**config.mk**
```make
export PLATFORM = sky130hd
export DESIGN_NAME = rx_ip_dispatch
export DESIGN_NICKNAME = d
export VERILOG_FILES = /design/src/rtl/rx_ip_pkg.sv /design/src/rtl/rx_ip_csum.sv /design/src/rtl/rx_ip_dispatch.sv
export SDC_FILE = /design/constraint.sdc
export NUM_CORES = 1
export LEC_CHECK = 0
export CAP_MARGIN = 20
export CORE_MARGIN = 4
export CORE_UTILIZATION = 60
export DETAILED_ROUTE_END_ITERATION = 10
export HOLD_SLACK_MARGIN = 0.1
export PLACE_DENSITY_LB_ADDON = 0.15
export SKIP_CTS_REPAIR_TIMING = 1
export SLEW_MARGIN = 5
export SYNTH_ARGS = -nofsm -noshare
export SYNTH_HDL_FRONTEND = slang
export SYNTH_SLANG_ARGS = --single-unit
```
**constraint.sdc**
```tcl
create_clock -name RX_CLK -period 8.6 [get_ports RX_CLK]
set_input_delay 1.29 -clock RX_CLK [delete_from_list [all_inputs] [get_ports RX_CLK]]
set_output_delay 1.29 -clock RX_CLK [all_outputs]
set_load 0.005 [all_outputs]
```
**src/rtl/rx_ip_pkg.sv**
```systemverilog
// rtl/rx_ip_pkg.sv - shared constants, FSM encoding and checksum helper for the IPv4 RX dispatcher
package rx_ip_pkg;

    typedef enum logic [1:0] {
        ST_IDLE    = 2'd0,
        ST_HDR     = 2'd1,
        ST_PAYLOAD = 2'd2,
        ST_DISCARD = 2'd3
    } rx_state_t;

    localparam logic [3:0]  IP_VER4    = 4'd4;
    localparam logic [3:0]  IHL_MIN    = 4'd5;
    localparam logic [7:0]  PROTO_UDP  = 8'h11;
    localparam logic [7:0]  PROTO_ICMP = 8'h01;
    localparam logic [31:0] BCAST_IP   = 32'hFFFF_FFFF;

    // 16-bit one's-complement addition with end-around carry
    function automatic logic [15:0] ones_add(input logic [15:0] a, input logic [15:0] b);
        logic [16:0] s;
        s = {1'b0, a} + {1'b0, b};
        return s[15:0] + {15'd0, s[16]};
    endfunction

endpackage

```
**src/rtl/rx_ip_csum.sv**
```systemverilog
// rtl/rx_ip_csum.sv - byte-fed one's-complement header accumulator (built only with RX_IP_CSUM_CHECK_EN)
module rx_ip_csum
    import rx_ip_pkg::*;
(
    input  logic        RX_CLK,
    input  logic        rst,
    input  logic        clr,
    input  logic        en,
    input  logic [7:0]  data,
    output logic [15:0] sum
);

    logic [15:0] acc;
    logic [7:0]  hi;
    logic        phase;
    logic [15:0] acc_base;
    logic        phase_base;

    // clr and en may coincide: the byte on the clearing cycle starts the new sum
    assign acc_base   = clr ? 16'd0 : acc;
    assign phase_base = clr ? 1'b0 : phase;
    assign sum        = (en && phase_base) ? ones_add(acc_base, {hi, data}) : acc_base;

    always_ff @(posedge RX_CLK) begin
        if (rst) begin
            acc   <= 16'd0;
            hi    <= 8'd0;
            phase <= 1'b0;
        end else if (en) begin
            if (!phase_base) begin
                hi    <= data;
                phase <= 1'b1;
                acc   <= acc_base;
            end else begin
                acc   <= sum;
                phase <= 1'b0;
            end
        end else if (clr) begin
            acc   <= 16'd0;
            phase <= 1'b0;
        end
    end

endmodule

```
**src/rtl/rx_ip_dispatch.sv**
```systemverilog
// rtl/rx_ip_dispatch.sv - IPv4 RX header qualifier and UDP/ICMP payload dispatcher; RX_IP_CSUM_CHECK_EN adds header checksum check
module rx_ip_dispatch
    import rx_ip_pkg::*;
#(
    parameter int             OCT   = 8,
    parameter logic [OCT-1:0] UDP   = PROTO_UDP,
    parameter logic [OCT-1:0] ICMP  = PROTO_ICMP,
    parameter int             CNT_W = 16
)(
    input  logic             RX_CLK,
    input  logic             rst,
    input  logic [31:0]      ip_addr,
    input  logic             rx_payload_ipv4,
    input  logic [OCT-1:0]   rx_payload,
    output logic [31:0]      rx_src_ip,
    output logic [OCT-1:0]   rx_proto,
    output logic             udp_valid,
    output logic             icmp_valid,
    output logic [OCT-1:0]   pl_data,
    output logic             pl_sof,
    output logic             pl_eof,
    output logic             pl_err,
    output logic [CNT_W-1:0] pkt_cnt,
    output logic [CNT_W-1:0] drop_cnt
);

    rx_state_t   state;
    logic        armed;
    logic [5:0]  hcnt;
    logic [3:0]  ver;
    logic [3:0]  ihl;
    logic [15:0] tot_len;
    logic [15:0] pcnt;
    logic        mf;
    logic [12:0] frag;
    logic [31:0] src;
    logic [31:0] dst;
    logic        first;

    logic [5:0]  hdr_len;
    logic [5:0]  hdr_end;
    logic [15:0] plen;
    logic [31:0] dst_now;
    logic        csum_ok;
    logic        accept;

    assign hdr_len = {ihl, 2'b00};
    // an illegal IHL still walks through the fixed header so the verdict sees full fields
    assign hdr_end = (ihl < IHL_MIN) ? 6'd19 : hdr_len - 6'd1;
    assign plen    = tot_len - {10'd0, hdr_len};
    assign dst_now = (hcnt == 6'd19) ? {dst[23:0], rx_payload} : dst;

`ifdef RX_IP_CSUM_CHECK_EN
    logic [15:0] csum_sum;

    rx_ip_csum u_csum (
        .RX_CLK (RX_CLK),
        .rst    (rst),
        .clr    (state == ST_IDLE),
        .en     (rx_payload_ipv4 && (state == ST_IDLE || state == ST_HDR)),
        .data   (rx_payload),
        .sum    (csum_sum)
    );

    assign csum_ok = (csum_sum == 16'hFFFF);
`else
    assign csum_ok = 1'b1;
`endif

    assign accept = (ver == IP_VER4) && (ihl >= IHL_MIN) && (tot_len >= {10'd0, hdr_len})
                 && !mf && (frag == 13'd0)
                 && (dst_now == ip_addr || dst_now == BCAST_IP)
                 && (rx_proto == UDP || rx_proto == ICMP) && csum_ok;

    always_ff @(posedge RX_CLK) begin
        if (rst) begin
            state      <= ST_IDLE;
            armed      <= 1'b0;
            hcnt       <= 6'd0;
            ver        <= 4'd0;
            ihl        <= 4'd0;
            tot_len    <= 16'd0;
            pcnt       <= 16'd0;
            mf         <= 1'b0;
            frag       <= 13'd0;
            src        <= 32'd0;
            dst        <= 32'd0;
            first      <= 1'b0;
            rx_src_ip  <= 32'd0;
            rx_proto   <= '0;
            udp_valid  <= 1'b0;
            icmp_valid <= 1'b0;
            pl_data    <= '0;
            pl_sof     <= 1'b0;
            pl_eof     <= 1'b0;
            pl_err     <= 1'b0;
            pkt_cnt    <= '0;
            drop_cnt   <= '0;
        end else begin
            // a header may only start once valid has been seen low since reset
            armed      <= armed | ~rx_payload_ipv4;
            udp_valid  <= 1'b0;
            icmp_valid <= 1'b0;
            pl_sof     <= 1'b0;
            pl_eof     <= 1'b0;
            pl_err     <= 1'b0;

            case (state)
                ST_IDLE: begin
                    if (rx_payload_ipv4) begin
                        if (armed) begin
                            ver   <= rx_payload[7:4];
                            ihl   <= rx_payload[3:0];
                            hcnt  <= 6'd1;
                            state <= ST_HDR;
                        end else begin
                            state <= ST_DISCARD;
                        end
                    end
                end

                ST_HDR: begin
                    if (!rx_payload_ipv4) begin
                        drop_cnt <= drop_cnt + {{(CNT_W-1){1'b0}}, ~&drop_cnt};
                        state    <= ST_IDLE;
                    end else begin
                        hcnt <= hcnt + 6'd1;
                        case (hcnt)
                            6'd2:  tot_len[15:8] <= rx_payload;
                            6'd3:  tot_len[7:0]  <= rx_payload;
                            6'd6:  begin
                                mf          <= rx_payload[5];
                                frag[12:8]  <= rx_payload[4:0];
                            end
                            6'd7:  frag[7:0] <= rx_payload;
                            6'd9:  rx_proto  <= rx_payload;
                            6'd12, 6'd13, 6'd14, 6'd15: src <= {src[23:0], rx_payload};
                            6'd16, 6'd17, 6'd18, 6'd19: dst <= {dst[23:0], rx_payload};
                            default: ;
                        endcase
                        if (hcnt == hdr_end) begin
                            if (accept) begin
                                rx_src_ip <= src;
                                if (plen == 16'd0) begin
                                    pkt_cnt <= pkt_cnt + {{(CNT_W-1){1'b0}}, ~&pkt_cnt};
                                    state   <= ST_DISCARD;
                                end else begin
                                    pcnt  <= plen;
                                    first <= 1'b1;
                                    state <= ST_PAYLOAD;
                                end
                            end else begin
                                drop_cnt <= drop_cnt + {{(CNT_W-1){1'b0}}, ~&drop_cnt};
                                state    <= ST_DISCARD;
                            end
                        end
                    end
                end

                ST_PAYLOAD: begin
                    if (!rx_payload_ipv4) begin
                        pl_err   <= 1'b1;
                        drop_cnt <= drop_cnt + {{(CNT_W-1){1'b0}}, ~&drop_cnt};
                        state    <= ST_IDLE;
                    end else begin
                        pl_data    <= rx_payload;
                        udp_valid  <= (rx_proto == UDP);
                        icmp_valid <= (rx_proto == ICMP);
                        pl_sof     <= first;
                        first      <= 1'b0;
                        pcnt       <= pcnt - 16'd1;
                        if (pcnt == 16'd1) begin
                            pl_eof  <= 1'b1;
                            pkt_cnt <= pkt_cnt + {{(CNT_W-1){1'b0}}, ~&pkt_cnt};
                            state   <= ST_DISCARD;
                        end
                    end
                end

                ST_DISCARD: begin
                    if (!rx_payload_ipv4) state <= ST_IDLE;
                end

                default: state <= ST_IDLE;
            endcase
        end
    end

endmodule

```
Word level (Yosys, flattened, before mapping) --
Index checks and enable logic that the tools add are counted.
Operators by class: add/subtract/negate cells 6, $lt $le $gt $ge 3, eq/ne operators 37, multiplexer cells 42, bitwise logic cells 3, reduce and logical (&&, ||, !) cells 37
Operators by type and width (number):
- 16-bit 2-to-1 mux | 15
- 16-bit case mux with 2 select lines | 3
- 16-bit by 1-bit adder with 16-bit output | 2
- 32-bit == test | 1
- 32-bit == test (second input constant) | 1
- 32-bit 2-to-1 mux | 1
- 16-bit AND reduction | 2
- 6-bit by 4-bit == test with 1-bit output (second input constant) | 5
- 6-bit by 5-bit == test with 1-bit output (second input constant) | 4
- 6-bit 2-to-1 mux | 4
- 3-bit AND reduction | 8
- 2-bit inequality test (second input constant) | 11
- 16-bit by 1-bit == test with 1-bit output (second input constant) | 1
- 16-bit by 6-bit greater-or-equal comparator with 1-bit output | 1
- 16-bit logical NOT | 1
- 2-bit 2-to-1 mux | 8
- 4-bit AND reduction | 4
- 16-bit by 1-bit subtractor with 16-bit output (second input constant) | 1
- 16-bit by 6-bit subtractor with 16-bit output | 1
- 13-bit logical NOT | 1
- 6-bit by 2-bit == test with 1-bit output (second input constant) | 2
- 6-bit by 3-bit == test with 1-bit output (second input constant) | 2
- 6-bit case mux with 2 select lines | 1
- 3-bit inequality test (second input constant) | 3
- 26 further kinds | 45
Word-level totals: register bits after elaboration 213, input port bits 43, logic and storage cells 152

Longest topological paths before layout --
depth in word-level cells 11, gate-level depth with buffers 15, depth with buffers taken out 13

Least setup slack after synthesis --
OpenSTA, ideal clock, no wires.
path kind in2reg, start input ip_addr[3], end register pkt_cnt[11], arrival 3.761 ns, setup slack 4.769 ns, stages 10, path through and2b_1 -> a2111oi_0 -> nand4_2 -> a222oi_1 -> nand3_1 -> o211a_1 -> or3_4 -> buf_6 -> or4_1 -> a21oi_1
Between the ends: word-level cells in the longest chain between the ends 6
Ends and longest elaborated chain:
- from (decl) | RTL line rx_ip_dispatch.sv:12 | input logic [31:0] ip_addr,
- 32-bit == test | RTL line rx_ip_dispatch.sv:72 | && (dst_now == ip_addr || dst_now == BCAST_IP)
- 1-bit logical OR | RTL line rx_ip_dispatch.sv:72
- 1-bit logical AND | RTL line rx_ip_dispatch.sv:72
- 1-bit logical AND | RTL line rx_ip_dispatch.sv:73 | && (rx_proto == UDP || rx_proto == ICMP) && csum_ok;
- 2-bit inequality test (no source line)
- 7-bit AND reduction (no source line)
- to (signal assigned) | RTL line rx_ip_dispatch.sv:145 | pkt_cnt <= pkt_cnt + {{(CNT_W-1){1'b0}}, ~&pkt_cnt};
- to (signal assigned) | RTL line rx_ip_dispatch.sv:174 | pkt_cnt <= pkt_cnt + {{(CNT_W-1){1'b0}}, ~&pkt_cnt};
- to (decl) | RTL line rx_ip_dispatch.sv:23 | output logic [CNT_W-1:0] pkt_cnt,
No other way between the ends. A chain may end at the register's enable or synchronous reset.

Final worst setup path --
start input rx_payload[3], end register rx_src_ip[4]
Between the ends: word-level cells in the longest chain between the ends 6
Ends and longest elaborated chain:
- from (decl) | RTL line rx_ip_dispatch.sv:14 | input logic [OCT-1:0] rx_payload,
- 32-bit 2-to-1 mux * | RTL line rx_ip_dispatch.sv:51 | assign dst_now = (hcnt == 6'd19) ? {dst[23:0], rx_payload} : dst;
- 32-bit == test | RTL line rx_ip_dispatch.sv:72
- 1-bit logical OR * | RTL line rx_ip_dispatch.sv:72
- 1-bit logical AND * | RTL line rx_ip_dispatch.sv:72
- 1-bit logical AND * | RTL line rx_ip_dispatch.sv:73
- 4-bit AND reduction (no source line) *
- to (signal assigned) | RTL line rx_ip_dispatch.sv:143 | rx_src_ip <= src;
- to (decl) | RTL line rx_ip_dispatch.sv:15 | output logic [31:0] rx_src_ip,
Mark *: on every way between the ends. The rest lies on a longest branch, timed or not.

==> reports/metrics.cfg <==
[detailed_routing]
routedWlPerCell_um=18.6
viasPerCell=6.01
via_count=9587
drtAntennaViolNets=0
firstDrtPassIters=5
drc=0
totalWireLength_um=29700
first_iter_violations=724

[sta]
setup-tns-final_ns=0
fin_skew_ns=0.0118
setup_violations=0
postLayoutSetupSlackWorst_ns=3.96
max_slew_margin=0.318
hold_violations=0
maxSlewViolCount=0
timing.final.crit_period_ns=4.64
fin_crit_sh=0.540
tightest_slew_ns=1.02
rsz0062_at_grt=no
hold_ws_ns=0.453
timing.fmax_mhz=215

[placement]
post_dp_cell_area_um2=11700
io_buffers=127
placed_cells=1557
post-place-ws_ns=3.55
dp_hpwl_um=20400
gp_congestion=1.03

[clocking]
path_clk_slew_ns=0.06
cts_buffers=22
tritoncts=built
clkLatencyLatePin_ns=0.50
cts.sinks=213
cts_root_buf=clkbuf_16
cts_buffer_depth=3
cts_max_level=1

[yosys]
yosys_register_bits=213
synth_area_um2=10400
async_flop_share=0
ys.flop_type=dfxtp_1
synth_edf_count=0
synth_fp_nets=1336
ys_seq_area_frac=0.409
synth.avg_cell_area_um2=8.16
yosys_warnings=0
syn_inst=1276
ys_types=70

[worst_setup_path]
crit_path_cell_trace=clkdlybuf4s50_1 > and2b_1 > a2111oi_0 > nand4_2 > a222oi_1 > nand3_1 > o21ai_1 > nand2_2 > mux2i_1 > nor2_1
critPathSlowestCell=nand2_2
worstRegToRegCells=9
start_kind=input port
crit_arrival_ns=4.98
crit_type=input port to flop
cp.buffers_inverters=1
cp.depth=10
r2r_slack_ns=4.37
end_kind=flop
critPathTopFamily=simple AND/OR/NAND/NOR gates
path_max_fanout=32
crit_required_ns=8.94
cp_slowest_stage_delay_ns=0.72

[layout]
stdcell_area_um2=12400
antennaDiodeCount=0
instances_no_fill=1594
final_core_utilization=0.737
num-nets-final=1423
area_growth_pct=19.0
fillers=1319
drive_gt1_frac=0.0568

[power_and_ir_drop]
ir_drop_uv=142
power.density_nw_per_um2=168
p_seq_frac=0.481
power_mw=2.08
switching_power_uw=474
switching_share=0.228
clockPowerShare=0.441
comb_power_share=0.078
p_int_mw=1.60
leakagePower_nw=4.87

[grt]
grt_max_degree=130
grt_pass1_wl_um=47100
grt_pass1_vias=9063
grt_usage=0.290
antenna_found_initial=0
grt-ovfl-total=0

[floorplanning]
rows=47
die-area_um2=19500
pin_count=128
die_h_um=140
start_util=0.619
die_w_um=140
core_um2=16800

[outcome]
status=finished, final reports clean

[worst_hold_path]
hp-class=flop to flop
holdPathStages=2

[run]
drv_cap=0

## area by class of cell
| class | instances | area [um2] | share of cell area |
|---|---|---|---|
| multi-input combinational | 948 | 5650 | 0.456 |
| sequential | 213 | 4260 | 0.344 |
| timing repair buffer | 135 | 1350 | 0.109 |
| clock buffer | 31 | 646 | 0.0521 |
| tap | 220 | 275 | 0.0222 |
| inverter | 43 | 161 | 0.0130 |
| clock inverter | 4 | 45.0 | 0.00363 |
## cells in the mapped netlist (5+ instances only)
master / count / area [um2]
nor3_1: 19 / 95.1
buf_6: 6 / 67.6
ha_1: 16 / 200
nand3_1: 30 / 150
xor2_1: 25 / 219
a21oi_1: 145 / 726
dfxtp_1: 213 / 4260
and4_1: 5 / 43.8
o22ai_1: 7 / 43.8
o21ai_0: 29 / 145
xnor2_1: 30 / 263
nor2b_1: 23 / 144
nor4_1: 19 / 119
nand4_1: 28 / 175
or3_1: 13 / 81.3
or4_1: 5 / 37.5
clkbuf_1: 57 / 214
and2_1: 7 / 43.8
nor2_1: 158 / 593
and3_1: 13 / 81.3
inv_1: 43 / 161
o31ai_1: 6 / 45.0
nand2b_1: 16 / 100
nor4b_1: 9 / 78.8
a211o_1: 7 / 61.3
nand2_1: 184 / 691
mux2_2: 15 / 169
mux2i_1: 71 / 711
## path summary, 6_finish.rpt
| check | start | to |
|---|---|---|
| max | rx_payload[3] | rx_src_ip[4]$_SDFFE_PP0P_ |
| min | src[28]$_SDFFE_PP0P_ | src[28]$_SDFFE_PP0P_ |
| max reg2reg | hcnt[4]$_SDFFE_PP0P_ | rx_src_ip[4]$_SDFFE_PP0P_ |
| min reg2reg | src[28]$_SDFFE_PP0P_ | src[28]$_SDFFE_PP0P_ |
## placed cells by master (no fill, tap or decap), types with 18 or more instances in the layout
| cell | count |
|---|---|
| nand4_1 | 28 |
| nor2b_1 | 23 |
| dfxtp_1 | 213 |
| nor2_1 | 157 |
| o21ai_0 | 29 |
| mux2i_1 | 71 |
| clkdlybuf4s50_1 | 126 |
| a21oi_1 | 145 |
| xor2_1 | 25 |
| inv_1 | 43 |
| nand2_1 | 183 |
| clkbuf_16 | 23 |
| xnor2_1 | 30 |
| nor4_1 | 18 |
| nand3_1 | 30 |
| nor3_1 | 19 |
## power groups by stage
stage          clock network, mW  logic [mW]  registers, mW
6_report                   0.917       0.162          0.999
5_1_grt                    0.969       0.175          0.999
4_1_cts                    0.929       0.158          0.998
3_5_place_dp                   0       0.156           1.02
3_3_place_gp                   0       0.155           1.02
2_1_floorplan                  0       0.100           1.02
## sequential cells by signal, indices dropped and copies added (netlist names)
| register | flops |
|---|---|
| rx_proto | 8 |
| first | 1 |
| pl_data | 8 |
| frag | 13 |
| pl_eof | 1 |
| udp_valid | 1 |
| ihl | 4 |
| src | 32 |
| pcnt | 16 |
| pl_err | 1 |
| mf | 1 |
| ver | 4 |
| drop_cnt | 16 |
| pkt_cnt | 16 |
| pl_sof | 1 |
| armed | 1 |
| state | 2 |
| hcnt | 6 |
| tot_len | 16 |
| dst | 32 |
| icmp_valid | 1 |
| rx_src_ip | 32 |
## worst reg2reg max path, stage by stage (launching register included)
cell	delay, ns
dfxtp_1	0.62
nor4b_4	0.46
nand2_1	0.38
mux2_2	0.40
a222oi_1	0.37
nand3_1	0.16
o21ai_1	0.47
nand2_2	0.72
mux2i_1	0.42
nor2_1	0.07
## routing by layer
layer  GRT usage  wire length [um]
met3      0.0617              2300
met2       0.468             13900
met4      0.0836               794
met5           0                 0
met1       0.395             12700
## cell families after synthesis
| group | after synthesis | share of synthesized area |
|---|---|---|
| AND/OR/NAND/NOR | 548 | 0.252 |
| AO/OA/AOI/OAI | 242 | 0.136 |
| flip-flops | 213 | 0.409 |
| buffers and inverters | 115 | 0.0500 |
| multiplexers | 86 | 0.0845 |
| XOR/XNOR | 55 | 0.0463 |
| adder cells (fa/ha/maj) | 17 | 0.0211 |
Note: power is estimated with default switching activity, not from simulation.
